<file path="src/rtl/aes_pkg.sv">
// Shared definitions for the AES key expander: state type, round count and
// the GF(2^8) doubling used to step the round constant.
package aes_pkg;

    localparam logic [7:0] RCON_INIT = 8'h01;

    typedef enum logic [1:0] {
        IDLE,
        RUN,
        DRAIN
    } state_t;

    function automatic logic [7:0] xtime(input logic [7:0] b);
        return {b[6:0], 1'b0} ^ (b[7] ? 8'h1b : 8'h00);
    endfunction

    function automatic int aes_nr(input int nk);
        return nk + 6;
    endfunction

endpackage

</file>
<file path="src/rtl/aes_sbox_word.sv">
// Four parallel AES S-box lookups applied bytewise to a 32-bit word.
// Purely combinational; the table is packed with byte 0x00 in the top bits.
module aes_sbox_word (
    input  logic [31:0] word,
    output logic [31:0] sub_word
);

    localparam logic [2047:0] SBOX_TABLE = {
        128'h637c777bf26b6fc53001672bfed7ab76,
        128'hca82c97dfa5947f0add4a2af9ca472c0,
        128'hb7fd9326363ff7cc34a5e5f171d83115,
        128'h04c723c31896059a071280e2eb27b275,
        128'h09832c1a1b6e5aa0523bd6b329e32f84,
        128'h53d100ed20fcb15b6acbbe394a4c58cf,
        128'hd0efaafb434d338545f9027f503c9fa8,
        128'h51a3408f929d38f5bcb6da2110fff3d2,
        128'hcd0c13ec5f974417c4a77e3d645d1973,
        128'h60814fdc222a908846eeb814de5e0bdb,
        128'he0323a0a4906245cc2d3ac629195e479,
        128'he7c8376d8dd54ea96c56f4ea657aae08,
        128'hba78252e1ca6b4c6e8dd741f4bbd8b8a,
        128'h703eb5664803f60e613557b986c11d9e,
        128'he1f8981169d98e949b1e87e9ce5528df,
        128'h8ca1890dbfe6426841992d0fb054bb16
    };

    // Entry x sits at bit offset 8*(255-x), and 255-x is simply ~x.
    function automatic logic [7:0] sbox(input logic [7:0] b);
        return SBOX_TABLE[{~b, 3'b000} +: 8];
    endfunction

    assign sub_word = {sbox(word[31:24]), sbox(word[23:16]),
                       sbox(word[15:8]),  sbox(word[7:0])};

endmodule

</file>
<file path="src/rtl/aes_key_expand.sv">
// AES-128/192/256 key expander: generates one schedule word per cycle and
// streams 128-bit round keys over a valid/ready handshake.
module aes_key_expand
    import aes_pkg::*;
#(
    parameter int NK = 4
) (
    input  logic             clk,
    input  logic             rst,
    input  logic             start,
    input  logic [32*NK-1:0] key_in,
    output logic             busy,
    output logic             rk_valid,
    input  logic             rk_ready,
    output logic [127:0]     rk_data,
    output logic [3:0]       rk_index,
    output logic             done
);

    localparam int         NR        = aes_nr(NK);
    localparam int         NW        = 4 * (NR + 1);
    localparam logic [5:0] LAST_WORD = 6'(NW - 1);
    localparam logic [2:0] LAST_KPOS = 3'(NK - 1);

    generate
        if (NK != 4 && NK != 6 && NK != 8) begin : g_bad_nk
            $error("aes_key_expand: NK must be 4, 6 or 8");
        end
    endgenerate

    state_t      state;
    state_t      state_next;
    logic [5:0]  word_cnt;
    logic [2:0]  kpos;
    logic [7:0]  rcon;
    logic [31:0] window [NK];
    logic [31:0] asm_buf [3];

    logic [31:0] prev_word;
    logic [31:0] key_word;
    logic [31:0] sbox_in;
    logic [31:0] sbox_out;
    logic [31:0] xor_term;
    logic [31:0] new_word;
    logic        in_key;
    logic        completes;
    logic        stall;
    logic        advance;
    logic        handshake;

    assign handshake = rk_valid && rk_ready;
    assign in_key    = (word_cnt < 6'(NK));
    assign completes = (word_cnt[1:0] == 2'd3);
    assign stall     = completes && rk_valid && !rk_ready;
    assign advance   = (state == RUN) && !stall;
    assign prev_word = window[NK-1];
    assign busy      = (state != IDLE);

    always_comb begin
        key_word = '0;
        for (int j = 0; j < NK; j++) begin
            if (word_cnt == 6'(j)) key_word = window[j];
        end
    end

    // One S-box instance serves both RotWord+SubWord and the AES-256 mid-key SubWord.
    assign sbox_in = (kpos == 3'd0) ? {prev_word[23:0], prev_word[31:24]} : prev_word;

    aes_sbox_word u_sbox (
        .word     (sbox_in),
        .sub_word (sbox_out)
    );

    always_comb begin
        xor_term = prev_word;
        if (kpos == 3'd0) begin
            xor_term = sbox_out ^ {rcon, 24'h0};
        end else if (NK == 8 && kpos == 3'd4) begin
            xor_term = sbox_out;
        end
        new_word = in_key ? key_word : (window[0] ^ xor_term);
    end

    always_ff @(posedge clk or posedge rst) begin
        if (rst) state <= IDLE;
        else     state <= state_next;
    end

    always_comb begin
        state_next = state;
        case (state)
            IDLE:    if (start) state_next = RUN;
            RUN:     if (advance && word_cnt == LAST_WORD) state_next = DRAIN;
            DRAIN:   if (handshake) state_next = IDLE;
            default: state_next = IDLE;
        endcase
    end

    // The window only shifts once key words are exhausted, so it always holds w[i-NK..i-1].
    always_ff @(posedge clk or posedge rst) begin
        if (rst) begin
            word_cnt <= '0;
            kpos     <= '0;
            rcon     <= RCON_INIT;
            for (int j = 0; j < NK; j++) window[j] <= '0;
            for (int j = 0; j < 3; j++) asm_buf[j] <= '0;
        end else if (state == IDLE) begin
            if (start) begin
                word_cnt <= '0;
                kpos     <= '0;
                rcon     <= RCON_INIT;
                for (int j = 0; j < NK; j++) window[j] <= key_in[32*(NK-j)-1 -: 32];
            end
        end else if (advance) begin
            word_cnt <= word_cnt + 6'd1;
            kpos     <= (kpos == LAST_KPOS) ? 3'd0 : kpos + 3'd1;
            if (!in_key) begin
                for (int j = 0; j < NK - 1; j++) window[j] <= window[j+1];
                window[NK-1] <= new_word;
                if (kpos == 3'd0) rcon <= xtime(rcon);
            end
            if (!completes) asm_buf[word_cnt[1:0]] <= new_word;
        end
    end

    always_ff @(posedge clk or posedge rst) begin
        if (rst) begin
            rk_valid <= 1'b0;
            rk_data  <= '0;
            rk_index <= '0;
            done     <= 1'b0;
        end else begin
            done <= (state == DRAIN) && handshake;
            if (advance && completes) begin
                rk_valid <= 1'b1;
                rk_data  <= {asm_buf[0], asm_buf[1], asm_buf[2], new_word};
                rk_index <= word_cnt[5:2];
            end else if (handshake) begin
                rk_valid <= 1'b0;
            end
        end
    end

endmodule

</file>
<file path="config.mk">
export PLATFORM = sky130hd
export DESIGN_NAME = aes_key_expand
export DESIGN_NICKNAME = d
export VERILOG_FILES = /design/src/rtl/aes_pkg.sv /design/src/rtl/aes_sbox_word.sv /design/src/rtl/aes_key_expand.sv
export SDC_FILE = /design/constraint.sdc
export NUM_CORES = 2
export LEC_CHECK = 0
export BUFFER_PORTS_ARGS = -buffer_cell sky130_fd_sc_hd__buf_2
export CAP_MARGIN = 20
export CORE_MARGIN = 3
export CORE_UTILIZATION = 25
export DETAILED_ROUTE_END_ITERATION = 8
export GPL_TIMING_DRIVEN = 0
export SYNTH_ARGS = -nofsm -noshare
export SYNTH_HDL_FRONTEND = slang
export SYNTH_SLANG_ARGS = --single-unit
export TNS_END_PERCENT = 5
</file>
<file path="constraint.sdc">
create_clock -name clk -period 11.58 [get_ports clk]
set_input_delay 0.579 -clock clk [delete_from_list [all_inputs] [get_ports clk]]
set_output_delay 0.579 -clock clk [all_outputs]
set_load 0.02 [all_outputs]
</file>
-- Word-level counts from Yosys, hierarchy flattened
Cells that the tools add are included.
- flip-flop bits (word level): 377
- input bits: 132
- output and inout bits: 135
- word-level logic and storage cells: 101
- $add $sub $neg: 2
- $lt $le $gt $ge: 3
- eq/ne operators: 12
- shift operators: 4
- muxes and demuxes: 33
- bitwise logic cells: 10
- reduce and logical (&&, ||, !) cells: 22
- operator list (operator ; number):
    2048-bit by 12-bit variable part select with 8-bit output, first input constant ; 4
    128-bit 2-to-1 mux ; 4
    32-bit 2-to-1 mux ; 8
    96-bit bitwise mux ; 1
    32-bit demux with 2-bit select ; 1
    32-bit XOR ; 2
    8-bit 2-to-1 mux ; 5
    8-bit inverter ; 4
    6-bit 2-to-1 mux ; 3
    6-bit by 2-bit equality test with 1-bit output, second input constant ; 2
    3-bit 2-to-1 mux ; 4
    3-bit AND reduction ; 3
    1-bit logical AND ; 8
    2-bit nonzero test ; 4
    8-bit by 5-bit XOR with 8-bit output ; 1
    6-bit by 1-bit adder with 6-bit output, second input constant ; 1
    6-bit by 1-bit equality test with 1-bit output, second input constant ; 1
    6-bit equality test, second input constant ; 1
    6-bit zero test ; 1
    6-bit by 3-bit less-than comparator with 1-bit output, second input constant ; 1
    2-bit 2-to-1 mux ; 3
    2-bit one-hot mux with 3 select lines ; 1
    5-bit 2-to-1 mux ; 1
    2-bit equality test, second input constant ; 2
    15 further kinds ; 20

-- Longest topological paths before layout
- depth after elaboration: 11
- mapped depth: 21
- depth with buffers taken out: 17

-- By module
Synthesis repeated with hierarchy kept, for this count alone.
- cell total of the unflattened synthesis: 3912
- area, all modules: 31067.3 um^2
- modules (own cells, without submodules) (module ; instances ; cells each ; area an instance (um^2) ; sequential area each (um^2)):
    aes_key_expand ; 1 ; 1729 ; 17682.0 ; 9435.3
    aes_sbox_word ; 1 ; 2183 ; 13385.3 ; 0.0

-- Least setup slack after synthesis
OpenSTA, ideal clock, no wires.
- path kind: register to register
- start: register kpos[0]
- end: register window (netlist bit prev_word[24])
- setup time: 149 ps
- arrival: 4489 ps
- required time: 11431 ps
- path slack: 6943 ps
- cell stages (with the launch flop): 20
- buffers on the path: 3
- clock period less this slack: 4637 ps
- path through: dfrtp_1 inv_1 ha_1 nand2b_4 buf_6 buf_4 buf_2 mux2i_1 inv_1 ha_1 or4bb_1 o31ai_1 a21oi_1 a221o_1 a2111oi_0 o32ai_1 xnor2_1 nor4_2 a311oi_2 a221oi_1
- word-level cells in the longest chain between the ends: 11
- ends and longest elaborated chain (element ; line ; text):
    start: declaration ; aes_key_expand.sv:34 ; logic [2:0] kpos;
    start signal: assignment ; aes_key_expand.sv:116 ; kpos <= (kpos == LAST_KPOS) ? 3'd0 : kpos + 3'd1;
    3-bit zero test (*) ; aes_key_expand.sv:67, aes_key_expand.sv:76 ;
    32-bit 2-to-1 mux ; aes_key_expand.sv:67 ; assign sbox_in = (kpos == 3'd0) ? {prev_word[23:0], prev_word[31:24]} : prev_word;
    8-bit inverter ; aes_sbox_word.sv:29 ; return SBOX_TABLE[{~b, 3'b000} +: 8];
    2048-bit by 12-bit variable part select with 8-bit output ; aes_sbox_word.sv:29 ;
    32-bit XOR ; aes_key_expand.sv:77 ; xor_term = sbox_out ^ {rcon, 24'h0};
    32-bit 2-to-1 mux (*) ; aes_key_expand.sv:76 ; if (kpos == 3'd0) begin
    32-bit XOR (*) ; aes_key_expand.sv:81 ; new_word = in_key ? key_word : (window[0] ^ xor_term);
    32-bit 2-to-1 mux (*) ; aes_key_expand.sv:81 ;
    128-bit 2-to-1 mux (*) ; aes_key_expand.sv:117 ; if (!in_key) begin
    128-bit 2-to-1 mux (*) ; aes_key_expand.sv:114 ; end else if (advance) begin
    128-bit 2-to-1 mux (*) ; aes_key_expand.sv:107 ; end else if (state == IDLE) begin
    end signal: indexed assignment ; aes_key_expand.sv:119 ; window[NK-1] <= new_word;
    end: declaration ; aes_key_expand.sv:36 ; logic [31:0] window [NK];
Every way passes the cells marked *; elsewhere a longest branch is shown, timed or not. The select of a mux whose other input is x is not followed.
A chain may end at the register's enable or synchronous reset.

-- Worst setup path in the final report
- start: register kpos[0]
- end: register window (netlist bit prev_word[26])
Same word-level chain as after synthesis.

==> results.cfg <==
[outcome]
outcome = complete, but fails checks
violations = design-rule violations

[routing]
wl_mm = 222
drc = 1
antenna_left = 0
wl_per_cell_um = 35.3
dr.pass1.iters = 9
avgViaCountPerCell = 6.58
vias = 41500
drtIter0Drc = 7041

[sta]
fmax_mhz = 127
hold_violations = 0
setup_viol_count_final = 0
slew_violations = 0
grt_setup_unrepaired = false
hold_ws_ns = 0.0345
period_share_pct = 68.2
worstMarginPinSlew_ns = 1.32
max_slew_margin_pct = 11.5
finClkSkew_ns = 0.0440
fin_crit_ns = 7.90

[synth]
synth-seq-area-share_pct = 29.8
synth_edf_count = 0
synth_cell_types = 100
syn_nets = 4449
synth_area_mm2 = 0.0317
synthFlopType = dfrtp_1
syn_area_per_cell_um2 = 7.43
ys_seq_elements = 377
syn_inst = 4261
async_flop_share_pct = 100
synth_warnings = 0

[flow_run]
maxCapViolations = 0

[clocking]
cts_tree = yes
cts_buffers = 42
cts_max_level = 2
cts_resized = 0
clk_latency_ns = 0.60
clk_path_buf_depth = 3
clock-sinks = 377
root_buffer = clkbuf_16
path_clk_slew_ns = 0.06
post-cts-setup-buffers = 0
cts_hold_buf = 0

[die]
initial_core_util_pct = 25.4
num_rows = 129
die_h_um = 362
pin_count = 267
die_w_um = 362
dieArea_mm2 = 0.131
core_area_mm2 = 0.125

[final_layout]
fillCellCount = 13800
final_cell_mix = nand2_1 (878), buf_2 (403), dfrtp_1 (376), nor2_1 (346), o21ai_0 (304)
final_layout_size_suffix_gt1_share_pct = 14.0
final_core_util_pct = 29.7
fin_nets = 4821
layout_commonest_cell = nand2_1
synthToLayoutAreaGrowth_pct = 17.0
design_area_mm2 = 0.0370

[placed_design]
place_congestion = 1.09
numPortBuffers = 266
hpwl_mm = 168
dpl_cell_area_mm2 = 0.0355

[worst_setup_path]
crit_path_frequent_cell = mux2i_1
slowest_stage = a211oi_1
crit-reg2reg-launch = kpos[0]
worst-r2r-setup-slack_ns = 3.68
ff2ff_path_depth = 19
reg2reg_to = prev_word[26]
worstPathCellList = inv_1, ha_1, nand2b_4, buf_6, buf_4, buf_2, mux2i_1, inv_1, ha_1, clkbuf_1, a211oi_1, nor3_1, a221oi_1, o2111ai_1, a21oi_1, mux2i_1, a211o_1, mux2i_1, o221ai_1
arrival_ns = 8.33
path_max_fanout = 10
critPathMaxStageDelay_ns = 1.08
end_kind = register
crit_required_ns = 12.01
start_kind = register
critical_path_class = reg2reg

[hold_path]
hp-class = in2async

[grt]
grtUsageTotal_pct = 32.3
grt_overflow_total = 0
grt_pass1_wl_mm = 307
antenna_found_initial = 7
grt_max_degree = 114
first_global_vias = 39000
[worst max-delay path, delay by kind of cell (launching register included)]
| kind | cells | cell delay, ns |
|---|---|---|
| AO/OA/AOI/OAI | 6 | 2.62 |
| flip-flops | 1 | 0.40 |
| buffers and inverters | 6 | 1.64 |
| AND/OR/NAND/NOR | 2 | 0.40 |
| multiplexers | 3 | 1.85 |
| adder cells (fa/ha/maj) | 2 | 0.82 |
[per-layer routing]
layer / routed length [um] / GRT usage, % / vias to the layer above
met2: 91900 / 47.7 / 3667
li1: - / - / 16600
met3: 30700 / 11.9 / 969
met4: 17400 / 19.2 / 4
met5: 20 / 0 / -
met1: 82300 / 40.1 / 20200
[per-stage QoR]
| stage | worst slack (ns) | setup TNS (ns) | instances |
|---|---|---|---|
| 2_1_floorplan | 0.530 | 0 | 4261 |
| 6_report | 3.68 | 0 | 6306 |
| 5_1_grt | 3.65 | 0 | 6301 |
| 3_3_place_gp | -3.94 | -1456.34 | 6164 |
| 4_1_cts | 4.20 | 0 | 6285 |
| 3_5_place_dp | 4.25 | 0 | 6210 |
[flip-flops by register name, summed over array words and instances, names as in the netlist]
register   count
window        96
state          2
done           1
word_cnt       6
asm_buf       96
rcon           8
rk_valid       1
kpos           3
rk_data      128
rk_index       4
prev_word     32
[synthesized netlist by cell type (14+ instances only)]
master	n	area (um2)
a221o_1	16	160
o311ai_0	45	394
and2_1	17	106
nand3_1	88	440
o221ai_1	33	289
a31oi_1	198	1240
xnor2_1	19	166
nand2_1	878	3300
or3_1	20	125
mux2_2	32	360
o22ai_1	33	206
clkbuf_1	265	995
a211o_1	26	228
inv_1	59	221
dfrtp_1	376	9410
o2111ai_1	20	175
o211ai_1	90	676
a221oi_1	31	272
mux2i_1	78	781
xor2_1	14	123
a222oi_1	16	160
a31o_2	15	131
nand2b_1	28	175
a311oi_1	52	455
nor2_1	346	1300
ha_1	56	701
a2111oi_0	21	184
a21o_1	25	188
o311a_1	16	160
a22oi_1	32	240
o21ai_0	306	1530
a21oi_1	234	1170
a211oi_1	142	1070
nor3_1	104	521
o31ai_1	42	315
buf_1	35	131
buf_2	125	626
buf_4	16	120
and3_1	24	150
[final cells by class]
type	instances	area (um2)	area share (%)
Antenna cell	5	12.5	0.0338
Buffer	450	1970	5.31
Sequential cell	377	9440	25.5
Inverter	66	255	0.689
Clock inverter	14	154	0.415
Clock buffer	61	1250	3.38
Tap cell	1637	2050	5.53
Multi-Input combinational cell	3368	20100	54.2
Timing Repair Buffer	328	1860	5.02
[worst max path at each step]
stage               startpoint             to  cells after the start
floorplan                  rst     asm_buf[0]                      1
global placement           rst   prev_word[8]                      2
detailed placement     kpos[0]  prev_word[26]                     20
CTS                    kpos[0]  prev_word[26]                     19
global route           kpos[0]    asm_buf[58]                     20
finish                 kpos[0]  prev_word[26]                     19
[cell families after synthesis]
logic type / Yosys count / synth area share (%)
AOI/OAI and AO/OA: 1550 / 33.7
xor gates and xnor gates: 33 / 0.913
adders and majority gates: 56 / 2.21
buffers and inverters: 516 / 6.99
DFF: 377 / 29.8
muxes: 122 / 4.41
and+or+nand+nor: 1607 / 22.0
Power is left out: the tool's default activity adds up to more than one toggle a clock period on the data nets, which glitch-free logic cannot reach.
